`src/rtl/softmax_pkg.sv`:
```
// Shared widths, fixed-point shift constants and FSM encoding for the softmax normalizer.
package softmax_pkg;
  localparam int unsigned N_ELEM      = 64;
  localparam int unsigned IN_W        = 16;
  localparam int unsigned SUM_W       = 24;
  localparam int unsigned OUT_W       = 16;
  localparam int unsigned RECIP_W     = 31;
  localparam int unsigned IDX_W       = 6;
  localparam int unsigned RECIP_SHIFT = 30;
  localparam int unsigned PROB_SHIFT  = 15;

  typedef enum logic [1:0] {
    IDLE,
    RECIP,
    SCALE,
    DONE
  } state_t;
endpackage

```
`src/rtl/recip_divider.sv`:
```
// Serial restoring divider computing floor(2^RECIP_SHIFT / divisor), one quotient bit per cycle.
module recip_divider #(
  parameter int unsigned DIV_W = 24,
  parameter int unsigned Q_W   = 31
) (
  input  logic             clk,
  input  logic             rst_n,
  input  logic             start,
  input  logic [DIV_W-1:0] divisor,
  output logic             done,
  output logic [Q_W-1:0]   quotient
);
  import softmax_pkg::*;

  localparam int unsigned CNT_W = $clog2(Q_W + 1);
  localparam logic [CNT_W-1:0] CNT_FULL = CNT_W'(Q_W);
  // The dividend is a single set bit, fed in on the step whose count matches its position.
  localparam logic [CNT_W-1:0] CNT_ONE_BIT = CNT_W'(RECIP_SHIFT + 1);

  logic [DIV_W-1:0] divisor_q;
  logic [DIV_W-1:0] rem_q;
  logic [CNT_W-1:0] cnt_q;
  logic             running_q;
  logic [DIV_W:0]   trial;
  logic             fits;

  always_comb begin
    trial = {rem_q, (cnt_q == CNT_ONE_BIT)};
    fits  = (trial >= {1'b0, divisor_q});
  end

  always_ff @(posedge clk or negedge rst_n) begin
    if (!rst_n) begin
      divisor_q <= '0;
      rem_q     <= '0;
      cnt_q     <= '0;
      running_q <= 1'b0;
      done      <= 1'b0;
      quotient  <= '0;
    end else begin
      done <= 1'b0;
      if (start) begin
        divisor_q <= divisor;
        rem_q     <= '0;
        quotient  <= '0;
        cnt_q     <= CNT_FULL;
        running_q <= 1'b1;
      end else if (running_q) begin
        rem_q    <= fits ? DIV_W'(trial - {1'b0, divisor_q}) : trial[DIV_W-1:0];
        quotient <= {quotient[Q_W-2:0], fits};
        cnt_q    <= cnt_q - CNT_W'(1);
        if (cnt_q == CNT_W'(1)) begin
          running_q <= 1'b0;
          done      <= 1'b1;
        end
      end
    end
  end
endmodule

```
`src/rtl/softmax_normalizer.sv`:
```
// Normalizes captured exp lanes by a serially computed reciprocal of their sum, streaming one lane per handshake.
module softmax_normalizer #(
  parameter int unsigned N_ELEM = 64,
  parameter int unsigned IN_W   = 16,
  parameter int unsigned SUM_W  = 24,
  parameter int unsigned OUT_W  = 16
) (
  input  logic                     clk,
  input  logic                     rst_n,
  input  logic                     sum_valid_in,
  input  logic [SUM_W-1:0]         sum_in,
  input  logic [N_ELEM*IN_W-1:0]   exp_values_in,
  input  logic                     prob_ready,
  output logic                     prob_valid,
  output logic [OUT_W-1:0]         prob_out,
  output logic [5:0]               prob_idx,
  output logic                     busy,
  output logic                     done,
  output logic                     div_by_zero,
  output logic                     overrun
);
  import softmax_pkg::*;

  localparam int unsigned PROD_W  = IN_W + RECIP_W;
  localparam int unsigned ROUND   = 1 << (PROB_SHIFT - 1);
  localparam int unsigned OUT_MAX = (1 << OUT_W) - 1;
  localparam logic [5:0]  LAST_IDX = 6'(N_ELEM - 1);

  state_t               state_q, state_d;
  logic [IN_W-1:0]      lane_q [N_ELEM];
  logic [SUM_W-1:0]     sum_q;
  logic [RECIP_W-1:0]   recip_q;
  logic [RECIP_W-1:0]   div_quot;
  logic                 div_done;
  logic                 capture;
  logic                 xfer;
  logic                 last_xfer;
  logic [IN_W-1:0]      lane_sel;
  logic [IN_W-1:0]      lane_pos;
  logic [PROD_W-1:0]    scaled;

  assign capture   = (state_q == IDLE) && sum_valid_in;
  assign xfer      = prob_valid && prob_ready;
  assign last_xfer = xfer && (prob_idx == LAST_IDX);

  recip_divider #(.DIV_W(SUM_W), .Q_W(RECIP_W)) u_div (
    .clk      (clk),
    .rst_n    (rst_n),
    .start    (capture && (sum_in != '0)),
    .divisor  (sum_in),
    .done     (div_done),
    .quotient (div_quot)
  );

  always_ff @(posedge clk or negedge rst_n) begin
    if (!rst_n) state_q <= IDLE;
    else        state_q <= state_d;
  end

  always_comb begin
    state_d = state_q;
    case (state_q)
      IDLE:  if (sum_valid_in) state_d = RECIP;
      RECIP: if (sum_q == '0 || div_done) state_d = SCALE;
      SCALE: if (last_xfer) state_d = DONE;
      DONE:  state_d = IDLE;
      default: state_d = IDLE;
    endcase
  end

  always_comb begin
    prob_valid = (state_q == SCALE);
    busy       = (state_q != IDLE);
    done       = (state_q == DONE);
    lane_sel   = lane_q[prob_idx];
    lane_pos   = lane_sel[IN_W-1] ? '0 : lane_sel;
    scaled     = (PROD_W'(lane_pos) * PROD_W'(recip_q) + PROD_W'(ROUND)) >> PROB_SHIFT;
    if (!prob_valid)                     prob_out = '0;
    else if (scaled > PROD_W'(OUT_MAX))  prob_out = '1;
    else                                 prob_out = scaled[OUT_W-1:0];
  end

  always_ff @(posedge clk or negedge rst_n) begin
    if (!rst_n) begin
      for (int unsigned i = 0; i < N_ELEM; i++) lane_q[i] <= '0;
      sum_q       <= '0;
      recip_q     <= '0;
      prob_idx    <= '0;
      div_by_zero <= 1'b0;
      overrun     <= 1'b0;
    end else begin
      overrun <= sum_valid_in && (state_q != IDLE);
      if (capture) begin
        for (int unsigned i = 0; i < N_ELEM; i++) lane_q[i] <= exp_values_in[i*IN_W +: IN_W];
        sum_q       <= sum_in;
        recip_q     <= '0;
        prob_idx    <= '0;
        div_by_zero <= 1'b0;
      end
      // A zero sum never starts the divider; recip stays at the 0 cleared on capture.
      if (state_q == RECIP) begin
        if (sum_q == '0)   div_by_zero <= 1'b1;
        else if (div_done) recip_q     <= div_quot;
      end
      if (xfer) prob_idx <= last_xfer ? '0 : prob_idx + 6'd1;
    end
  end
endmodule

```
`config.mk`:
```
export PLATFORM = sky130hd
export DESIGN_NAME = softmax_normalizer
export DESIGN_NICKNAME = d
export VERILOG_FILES = /design/src/rtl/softmax_pkg.sv /design/src/rtl/recip_divider.sv /design/src/rtl/softmax_normalizer.sv
export SDC_FILE = /design/constraint.sdc
export NUM_CORES = 2
export LEC_CHECK = 0
export CAP_MARGIN = 20
export CORE_AREA = 5 5 414 416
export DETAILED_ROUTE_END_ITERATION = 12
export DIE_AREA = 0 0 419 421
export GPL_ROUTABILITY_DRIVEN = 0
export PLACE_DENSITY_LB_ADDON = 0.08
export SLEW_MARGIN = 30
export SYNTH_ARGS = -nofsm -noshare
export SYNTH_HDL_FRONTEND = slang
export SYNTH_SLANG_ARGS = --single-unit
```
`constraint.sdc`:
```
create_clock -name clk -period 37.9 [get_ports clk]
set_clock_uncertainty 0.2 [all_clocks]
set_input_delay 11.37 -clock clk [delete_from_list [all_inputs] [get_ports clk]]
set_output_delay 11.37 -clock clk [all_outputs]
set_load 0.05 [all_outputs]
```
Yosys cells after proc, flatten, opt, wreduce, memory -nomap -nowiden:

Cells that the tools add are included.

* register bits after elaboration: 1175
* latch bits: 0
* memory bits (writable): 0
* bits in read-only memories: 0
* output and inout bits: 27
* word-level logic and storage cells: 140
* memories kept: 0

* $add $sub $neg: 4
* multiply operators: 1
* divide/modulo/power cells: 0
* $lt $le $gt $ge: 3
* equality and inequality tests: 9
* shift-type cells: 0
* multiplexer cells: 33
* bitwise gates (word level): 1
* reduce and logical (&&, ||, !) cells: 13

Operator list (number)
* $mux 31: 6
* $bmux 16 s6: 1
* $mux 24: 3
* $mux 16: 4
* $add 46x15->47 const B: 1
* $mul 15x31->46: 1
* $gt 32x16->1 const B: 1
* $ge 25x24->1: 1
* $logic_not 24->1: 1
* $reduce_bool 24->1: 1
* $sub 24x24->24: 1
* $mux 6: 3
* $mux 15: 1
* $mux 5: 2
* $mux 1: 9
* $pmux 2 s4: 1
* $ge 7x7->1 const B: 1
* $not 6->7: 1
* $add 6x1->6 const B: 1
* $eq 6x6->1 const B: 1
* $mux 2: 3
* $reduce_bool 2->1: 3
* $eq 5x1->1 const B: 1
* $eq 5x5->1 const B: 1
* 9 further kinds: 15

Longest topological paths before layout:

* word-level depth: 10
* gate-level depth with buffers: 39

By module:

Synthesis repeated with hierarchy kept, for this count alone.

* cell total of the unflattened synthesis: 7632
* area total of the unflattened synthesis: 70133.5 µm²

Modules (own cells, without submodules)
* softmax_normalizer: instances 1, cells each 7092, area an instance 65079.9 µm²
* recip_divider: instances 1, cells each 540, area an instance 5053.6 µm²

Worst setup path after synthesis:

Ideal clock, no wire load.

* kind: register to output
* start point: register prob_idx[0]
* end point: output port prob_out[10]
* arrival: 11.059 ns
* setup slack: 15.271 ns
* cell stages (with the launch flop): 37
* path through: dfrtp_1 -> buf_6 -> buf_6 -> buf_2 -> clkbuf_1 -> buf_1 -> buf_2 -> mux4_2 -> mux4_2 -> mux4_2 -> clkbuf_1 -> and3_1 -> fa_1 -> inv_1 -> fa_1 -> fa_1 -> inv_1 -> fa_1 -> fa_1 -> inv_1 -> fa_1 -> inv_1 -> ha_1 -> a21o_1 -> a21o_1 -> a221oi_1 -> o21a_1 -> a21oi_1 -> nor4b_1 -> o211ai_2 -> a31oi_1 -> o211ai_1 -> and3_1 -> o2111ai_1 -> nor4_4 -> buf_6 -> a31oi_1

* word-level cells in the longest chain between the ends: 10

Ends and longest elaborated chain
* from (decl): line softmax_normalizer.sv:16 `output logic [5:0] prob_idx,`
* from (signal assigned): line softmax_normalizer.sv:105 `if (xfer) prob_idx <= last_xfer ? '0 : prob_idx + 6'd1;`
* $not 6->7 (implied by the code) (*): line softmax_normalizer.sv:75 `lane_sel = lane_q[prob_idx];`
* $bmux 16 s6 (*): line softmax_normalizer.sv:75
* $mux 16 (implied by the code) (*) (2 in a row): line softmax_normalizer.sv:75
* $mux 15 (*): line softmax_normalizer.sv:76 `lane_pos = lane_sel[IN_W-1] ? '0 : lane_sel;`
* $mul 15x31->46 (*): line softmax_normalizer.sv:77 `scaled = (PROD_W'(lane_pos) * PROD_W'(recip_q) + PROD_W'(ROUND)) >> PROB_SHIFT;`
* $add 46x15->47 (*): line softmax_normalizer.sv:77
* $gt 32x16->1: line softmax_normalizer.sv:79 `else if (scaled > PROD_W'(OUT_MAX)) prob_out = '1;`
* $mux 16 (*): line softmax_normalizer.sv:79
* $mux 16 (*): line softmax_normalizer.sv:78 `if (!prob_valid) prob_out = '0;`
* to (decl): line softmax_normalizer.sv:15 `output logic [OUT_W-1:0] prob_out,`

Mark *: on every way between the ends. The rest lies on a longest branch, timed or not. The select of a mux whose other input is x is not followed.

Worst setup path in the final report:

* start point: register prob_idx[1]
* end point: output port prob_out[15]

The elaborated chain is that of the path after synthesis.

==> results_dict.tcl <==
set metrics [dict create \
    cts.clk_slew.worst_paths_ns 0.06 \
    cts_root_buf "clkbuf_16" \
    synth_top_family_by_area "simple AND/OR/NAND/NOR gates" \
    multiInputGateArea_um2 35900 \
    synth_xor_area_share_pct 0.522 \
    fin_area_um2 86300 \
    antenna_found_initial 143 \
    die_area_um2 176000 \
    finalMaxSlewViolations 0 \
    synth_edf_count 0 \
    grt.overflow.total 0 \
    synthAdderAreaFrac_pct 14.1 \
    fin_cells 10700 \
    p_seq_share_pct 23.2 \
    min_path_type "flop to flop" \
    clkLatencyLatePin_ns 0.77 \
    critPathArrivalTime_ns 13.71 \
    drtPass1Iterations 7 \
    drc_errors 0 \
    synth-compound-area-share_pct 3.25 \
    ys_seq_elements 1175 \
    pre_cts_slack_ns 13.49 \
    post_cts_buffers 0 \
    crit_path_end_kind "output pin" \
    path_common_cell "fa_1" \
    cts_buffers 137 \
    synthSimpleGateAreaFrac_pct 23.3 \
    dp_hpwl_um 231000 \
    worst-path-buf-inv 7 \
    drive_gt1_share_pct 7.23 \
    grt_pass1_wl_um 424000 \
    critPathTopFamily "adder cells" \
    synth.area.mux_share_pct 11.0 \
    grt_use_total_pct 33.3 \
    io_pins 1079 \
    crit_path_max_incr_delay_ns 0.84 \
    p_int_w 0.00385 \
    regArea_um2 29400 \
    placed_cell_area_um2 81400 \
    final-hold-violation-count 0 \
    fin_ws_ns 12.62 \
    p_sw_w 0.00360 \
    vias_per_cell 5.41 \
    io_buffers 1078 \
    worst_ir_drop_vdd_v 0.000246 \
    cp-start-kind "flop" \
    drt.antenna.violating_nets 0 \
    pwr-share-clk_pct 18.2 \
    syn_area_per_cell_um2 9.21 \
    core_area_um2 167000 \
    final_nets 9918 \
    cts.path.max_buffers 3 \
    grt_max_degree 200 \
    placedCellCount 10400 \
    die_h_um 421 \
    syn_inst 7476 \
    routed.top_layer "met5" \
    vias 57900 \
    status "finished, final reports clean" \
    cap_viol_max_count 0 \
    wl_met3_um 23400 \
    pwr_density_cell_nw_per_um2 86.3 \
    synth.yosys.seq_area_share_pct 42.7 \
    post-route-period-util_pct 66.7 \
    cts_num_sinks 1175 \
    drt-total-wl_um 296000 \
    synthArstFlopShare_pct 100 \
    syn_to_final_growth_pct 25.4 \
    drt-met1-wl_um 114000 \
    cts_tree "done" \
    worstPathMaxFanout 42 \
    start_util_pct 41.3 \
    p_comb_share_pct 58.6 \
    cts_hold_buf 0 \
    setup_viol 0 \
    fp-row-count 150 \
    synth_warnings 0 \
    max_freq_mhz 39.5 \
    tightest_slew_ns 1.12 \
    fin_tns_setup_ns 0 \
    drt_iter0_markers 5503 \
    fillerInstances 15500 \
    ys.flop_type "dfrtp_1" \
    maxSlewHeadroom_pct 25.5 \
    die_w_um 419 \
    ctsResizeCount 0 \
    rsz0062_at_grt "false" \
    leakagePower_nw 44.7 \
    fin_crit_ns 25.28 \
    critical_path_class "flop to output pin" \
    synth_area_um2 68800 \
    h-tree-depth 4 \
    wire_per_inst_um 27.6 \
    met2_length_um 141000 \
    critPathRequiredTime_ns 26.33 \
    grt_pass1_vias 59600 \
    synth_nets 9076 \
    synthDistinctLibCells 69 \
    critPathSlowestCell "nor4_4" \
    netSwitchingFraction_pct 48.3 \
]
[sequential cells by signal, indices dropped and copies added, names as in the netlist]
signal	flops
lane_q	1024
recip_q	31
u_div.quotient	31
sum_q	24
u_div.divisor_q	24
u_div.rem_q	24
prob_idx	6
u_div.cnt_q	5
state_q	2
div_by_zero	1
overrun	1
u_div.done	1
u_div.running_q	1
[metrics by stage]
step,hold WS (ns),util (%),power [W]
2_1_floorplan,0.238,-,0.00460
5_1_grt,0.284,51.7,0.00794
3_5_place_dp,0.257,48.8,0.00614
6_report,0.268,51.7,0.00745
4_1_cts,0.272,51.5,0.00749
3_3_place_gp,0.253,48.7,0.00608
[routing by layer]
metal / up-vias / global-route usage, %
met5: - / 0
met4: 32 / 18.2
met3: 568 / 7.72
met2: 2434 / 53.2
met1: 29300 / 42.0
li1: 25500 / -
[tightest hold or removal path: cells and delay by family, from the launching register on]
kind,cells,cell delay [ns]
DFF,1,0.34
and+or+nand+nor,2,0.10
[power groups by stage]
stage	registers, W	clock network, W	logic, W
floorplan	0.00160	0	0.00299
global placement	0.00174	0	0.00433
detailed placement	0.00174	0	0.00439
CTS	0.00172	0.00137	0.00440
global route	0.00175	0.00142	0.00476
finish	0.00173	0.00135	0.00437
[kinds of logic (layout without fill, tap and decap cells)]
logic type / count (synthesis) / count (layout)
muxes: 401 / 401
xor gates and xnor gates: 41 / 41
buffers and inverters: 929 / 1879
other: 0 / 84
adders and majority gates: 548 / 548
DFF: 1175 / 1175
and+or+nand+nor: 4037 / 4037
AOI/OAI and AO/OA: 345 / 345
[worst paths after layout]
kind / to / cells past startpoint / slack, ns / start
max reg2reg: lane_q[525] / 9 / 32.70 / state_q[0]
min in group asynchronous: lane_q[504] / 1 / 10.27 / rst_n
max in group asynchronous: lane_q[813] / 6 / 23.44 / rst_n
min: lane_q[350] / 2 / 0.27 / lane_q[350]
min reg2reg: lane_q[350] / 2 / 0.27 / lane_q[350]
max: prob_out[15] / 32 / 12.62 / prob_idx[1]
[cell usage in the layout (no fill, tap or decap), types with 84 or more instances in the layout]
| master | Yosys | routed |
|---|---|---|
| nand2_1 | 3573 | 3571 |
| dfrtp_1 | 1175 | 1170 |
| clkdlybuf4s50_1 | 0 | 1077 |
| inv_1 | 478 | 478 |
| fa_1 | 377 | 377 |
| mux4_2 | 283 | 283 |
| and3_1 | 178 | 178 |
| ha_1 | 171 | 171 |
| clkbuf_16 | 0 | 141 |
| mux2i_1 | 114 | 114 |
| nor2_1 | 98 | 97 |
| diode_2 | 0 | 84 |
[cell type report]
class | count | area share [%]
Timing Repair Buffer | 1153 | 13.5
Clock inverter | 39 | 0.564
Sequential cell | 1175 | 34.1
Inverter | 479 | 2.08
Clock buffer | 208 | 4.74
Tap cell | 2204 | 3.19
Multi-Input combinational cell | 5372 | 41.6
Antenna cell | 84 | 0.244
[cell usage after synthesis (all sizes together) (2+ instances only)]
master   count  area, µm²
nand2     3573      13400
dfrtp     1175      29400
inv        479       1800
clkbuf     382       1430
fa         377       7550
mux4       283       6370
and3       178       1110
ha         171       2140
mux2i      114       1140
nor2        99        374
a21oi       84        424
buf         68        325
o21ai       67        335
nand3       59        295
a21o        48        360
a22oi       29        218
a31oi       29        181
and2        28        175
nand4       23        144
xor2        23        201
nor2b       18        113
xnor2       18        158
a211oi      16        120
nor4        16        115
nor3        11       55.1
nand2b      10       62.6
o211ai      10       85.1
o21a         8       60.1
o21bai       8       63.8
o31ai        7       52.6
a21boi       6       45.1
a22o         6       52.6
a31o         6       52.6
and3b        4       35.0
mux2         4       48.8
o2111ai      4       35.0
or2          4       25.0
nor3b        3       22.5
nor4b        3       26.3
o22ai        3       18.8
o31a         3       26.3
or4          3       26.3
a211o        2       17.5
a221oi       2       17.5
or4b         2       20.0
(Power assumes the default switching activity.)
